[config.mk]
export PLATFORM = sky130hd
export DESIGN_NAME = j_pulse_timer
export DESIGN_NICKNAME = d
export VERILOG_FILES = /design/src/rtl/j_pulse_timer.sv
export SDC_FILE = /design/constraint.sdc
export NUM_CORES = 1
export LEC_CHECK = 0
export ABC_AREA = 1
export BUFFER_PORTS_ARGS = -buffer_cell sky130_fd_sc_hd__clkbuf_2
export CORE_UTILIZATION = 40
export CTS_CLUSTER_SIZE = 14
export DETAILED_ROUTE_END_ITERATION = 8
export HOLD_SLACK_MARGIN = 0.06
export SLEW_MARGIN = 20
export SYNTH_ARGS = -nofsm -noshare
export SYNTH_HDL_FRONTEND = slang
export SYNTH_SLANG_ARGS = --single-unit
[constraint.sdc]
create_clock -name sys_clk -period 1.7 [get_ports sys_clk]
set_input_delay 0.425 -clock sys_clk [delete_from_list [all_inputs] [get_ports sys_clk]]
set_output_delay 0.425 -clock sys_clk [all_outputs]
set_load 0.1 [all_outputs]
[src/rtl/j_pulse_timer.sv]
// j_pulse_timer: pulse-driven down-counter with reload, one-shot/periodic modes,
// latched interrupt request and the pulse generator's stop control.
// Optional feature macro: JPT_OVERRUN_EN (sticky overrun flag). When undefined,
// overrun is tied low and no overrun register exists.
module j_pulse_timer #(
    parameter int unsigned WIDTH = 16
) (
    input  logic             sys_clk,
    input  logic             reset,
    input  logic             pulse,
    input  logic [WIDTH-1:0] reload,
    input  logic             reload_wr,
    input  logic             run,
    input  logic             oneshot,
    input  logic             int_ack,
    output logic [WIDTH-1:0] count,
    output logic             tick,
    output logic             int_req,
    output logic             stop,
    output logic             overrun
);

    typedef enum logic [1:0] {
        StIdle = 2'd0,
        StRun  = 2'd1,
        StHalt = 2'd2
    } state_e;

    state_e           state_q, state_d;
    logic [WIDTH-1:0] reload_q, reload_d;
    logic [WIDTH-1:0] count_q, count_d;
    logic             tick_q, tick_d;
    logic             int_req_q, int_req_d;
    logic             stop_q, stop_d;
    logic             expiry;

    // Next-state, counter and reload-shadow update.
    always_comb begin
        state_d  = state_q;
        count_d  = count_q;
        reload_d = reload_wr ? reload : reload_q;
        expiry   = 1'b0;

        unique case (state_q)
            StIdle: begin
                if (reload_wr) count_d = reload;
                if (run) state_d = StRun;
            end
            StRun: begin
                // Dropping run takes priority; a pulse in that cycle is discarded.
                if (!run) begin
                    state_d = StIdle;
                end else if (pulse) begin
                    if (count_q != '0) begin
                        count_d = count_q - 1'b1;
                    end else begin
                        expiry = 1'b1;
                        if (oneshot) begin
                            state_d = StHalt;
                        end else begin
                            // reload_d already reflects a same-cycle reload write.
                            count_d = reload_d;
                        end
                    end
                end
            end
            StHalt: begin
                if (reload_wr) count_d = reload;
                if (!run) state_d = StIdle;
            end
            default: begin
                state_d = StIdle;
            end
        endcase

        tick_d = expiry;
        // Set beats acknowledge on a tie.
        if (expiry) begin
            int_req_d = 1'b1;
        end else if (int_ack) begin
            int_req_d = 1'b0;
        end else begin
            int_req_d = int_req_q;
        end

        // stop tracks the state being entered, so it flips on the same edge.
        stop_d = (state_d != StRun);
    end

    // State and datapath registers with synchronous reset.
    always_ff @(posedge sys_clk) begin
        if (reset) begin
            state_q   <= StIdle;
            reload_q  <= '0;
            count_q   <= '0;
            tick_q    <= 1'b0;
            int_req_q <= 1'b0;
            stop_q    <= 1'b1;
        end else begin
            state_q   <= state_d;
            reload_q  <= reload_d;
            count_q   <= count_d;
            tick_q    <= tick_d;
            int_req_q <= int_req_d;
            stop_q    <= stop_d;
        end
    end

`ifdef JPT_OVERRUN_EN
    logic overrun_q, overrun_d;

    // Overrun: expiry while a previous request is still unacknowledged.
    always_comb begin
        overrun_d = overrun_q;
        if (expiry && int_req_q && !int_ack) begin
            overrun_d = 1'b1;
        end else if (int_ack) begin
            overrun_d = 1'b0;
        end
    end

    // Sticky overrun register.
    always_ff @(posedge sys_clk) begin
        if (reset) begin
            overrun_q <= 1'b0;
        end else begin
            overrun_q <= overrun_d;
        end
    end

    assign overrun = overrun_q;
`else
    assign overrun = 1'b0;
`endif

    assign count   = count_q;
    assign tick    = tick_q;
    assign int_req = int_req_q;
    assign stop    = stop_q;

endmodule

==> metrics.md <==
| Metric | Value |
|---|---|
| Detailed placement HPWL | 4540 um |
| GRT Residual Overflow | 0 |
| Core area | around 0.0055 mm^2 |
| Fraction of layout cells with a size suffix above 1 | 22.6% |
| Netlist Area Pre-Place | 0.00230 mm^2 |
| Fin util | a little over 50% |
| Drt total wl | 5870 um |
| Final worst path period need | 1.58 ns |
| Antenna violation net count after detailed routing | 0 |
| Crit Path Max Fanout | 23 |
| Final setup TNS | 0 ns |
| Clock sinks | 37 |
| WP data required | 1.89 ns |
| Most common cell on crit path | nor2_1 |
| Peak Freq | ~630 MHz |
| # setup viols final | 0 |
| Yosys top cell area share | around 32% |
| FP Rows | 27 |
| Max incr delay on CP | around 0.35 ns |
| Slew margin rel. | 64.0% |
| Leak Pwr | 1.50 nW |
| Hold Vio Cnt, Final | 0 |
| Seq pwr share | 39.0% |
| Switch share | between 40% and 50% |
| Iter 0 DRT Violations | 118 |
| Hold WC Path Type | in2reg |
| Worst Reg-to-Reg Cells | 8 |
| ANT cells | 0 |
| Slowest cell on crit path | dfxtp_2 |
| Top FF cell, synth | dfxtp_1 |
| Die width | 77.8 um |
| Max-slew violation count | 0 |
| Nets@finish | 454 |
| Synthesis-stage register bit count | 37 |
| Initial core utilization | around two fifths |
| Mapped Cells | 381 |
| Placed Area | 0.00269 mm^2 |
| Worst setup EP type | register |
| IO Pins | 43 |
| Worst setup SP type | register |
| Die footprint | 0.00606 mm^2 |
| Worst-case clock buffer depth | 2 |
| Vias in the first global route | 2096 |
| Crit share post-route | 93.2% |
| DR vias | 2333 |
| Mapped Nets | 406 |
| Critical Path AT | around 1.8 ns |
| Clock transition at path regs | 0.08 ns |
| Switching Power | 1.05 mW |
| Clk root buf | clkbuf_8 |
| DRT Pass-1 Iters | 4 |
| Clock Skew | approximately 0.0087 ns |
| Max Cap Viol | 0 |
| Status | finished, final reports clean |
| Critical path type | reg2reg |
| RSZ-0062 raised after global routing | yes |
| H-tree depth | 2 |
| Ys async rst share | 0% |
| Global-route wire length before repair | 9790 um |
| DR WL/cell | 11.7 um |
| Clock power share | 23.8% |
| Clock Latency Late Sink | 0.29 ns |
| Initial antenna violation count | 0 |
| DRC | 0 |
| Final instance area | around 0.0028 mm^2 |
| Syn-to-layout area delta | 21.2% |
| Synth top area cells | dfxtp_1 32%, nand2_1 15%, nor2_1 13% |
| Number of port buffers | 41 |
| Gr usage total | between 20 and 25% |
| GP Congestion | 0.804 |
| Hold path depth | 2 |
| Yosys warnings | 0 |
| Vias/cell | between 4 and 5 |
| Worst path cell trace | nor2_2 > nand2_1 > nor2_4 > nand2_4 > o21ai_1 > nor2_1 > nor2_1 > nor2_1 |
| Largest net degree at the start of global routing | 24 |
| Distinct cell type count after synthesis | 29 |
| Worst-Margin Slew | 0.542 ns |
| Num CTS Buffers | 5 |
| Most frequent cells in the layout | 94 x nand2_1, 76 x nor2_1, 51 x inv_1, 32 x clkbuf_2, 31 x nand3_1 |
| Post-Syn Area per Cell | 6.04 um^2 |
| Chip height | ~78 um |
| Cell Pwr Density | roughly 900 mW/mm^2 |
| Most common cell after layout, fill and taps aside | nand2_1 |
| Fill cells | 592 |
| Post-layout power | 2.55 mW |
| CTS tree | yes |
| VDD IR max | 0.461 mV |
| Sequential fraction of the synthesis area | roughly 32% |
| Internal power component | 1.50 mW |
| Number of synthesized flops with an enable pin | 0 |
| Dominant cell type by area after synthesis | dfxtp_1 |
| Comb power frac | 37.2% |
[cell families (layout without fill, tap and decap cells)]
logic type | Yosys count | count (layout) | share of synthesized area, %
AO/OA/AOI/OAI | 51 | 51 | 12.8
XOR/XNOR | 1 | 1 | 0.381
adder cells (fa/ha/maj) | 2 | 2 | 1.09
buffers and inverters | 71 | 120 | 13.3
flip-flops | 37 | 37 | 32.2
other | 1 | 1 | 0.163
AND/OR/NAND/NOR | 218 | 218 | 40.1
[worst max-delay path, delay by kind of cell (launching register included)]
kind	cells	cell delay, ns
AOI/OAI and AO/OA	1	0.18
DFF	1	0.35
and+or+nand+nor	7	0.93
[routing by layer]
metal | track usage, % | vias up | wire (um)
li1 | - | 1282 | -
met1 | 30.2 | 1005 | 3190
met2 | 30.7 | 40 | 2400
met3 | 3.65 | 6 | 210
met4 | 6.60 | 0 | 72
met5 | 0 | - | 0
[cells in the mapped netlist, drive strengths merged, types with 2 or more instances]
cell,instances
nand2,98
dfxtp,37
a21oi,12
nand4,3
ha,2
o21ai,24
o21bai,6
nand3,32
o21a,7
clkbuf,6
buf,11
inv,53
nor2,83
[area by class of cell]
type                    count  area [um^2]  area share, %
multi-input cells         273         1260           45.4
flip-flops and latches     37          766           27.5
repair buffers             58          380           13.6
inverters                  54          204           7.32
well taps                  72         90.1           3.23
clock buffers               6         72.6           2.60
clock inverters             2         10.0          0.359
[power groups by stage]
stage	registers, mW	clock network, mW	logic, mW
2_1_floorplan	1.26	0	0.464
3_3_place_gp	1.01	0	0.933
3_5_place_dp	1.01	0	0.935
4_1_cts	0.992	0.629	0.938
5_1_grt	1.00	0.668	1.04
6_report	0.993	0.607	0.947
[what timing repair did]
item                                    CTS  global route
hold buffers                              0             0
gates resized for setup                   0             3
endpoints found under the setup margin    0            12
setup buffers                             0             1
[metrics by stage]
step / setup slack, ns / std cells / hold WS (ns)
3_5_place_dp: 0.108 / 493 / 0.473
5_1_grt: -0.0228 / 502 / 0.330
6_report: 0.116 / 502 / 0.334
4_1_cts: 0.0778 / 501 / 0.319
3_3_place_gp: 0.132 / 493 / 0.463
2_1_floorplan: 0.0139 / 381 / 0.447
[state kept, by name, indices dropped and copies added, names as in the netlist]
name and flops:
int_req 1, count 16, reload_q 16, stop 1, tick 1, state_q 2
[path summary, 6_finish.rpt]
| check | slack (ns) | startpoint | end |
|---|---|---|---|
| worst max-delay path | 0.12 | count[4] | count[6] |
| worst min-delay path | 0.33 | int_ack | int_req |
| worst max register to register | 0.12 | count[4] | count[6] |
| worst min register to register | 0.49 | int_req | int_req |
Power figures use the tool's default switching activity.
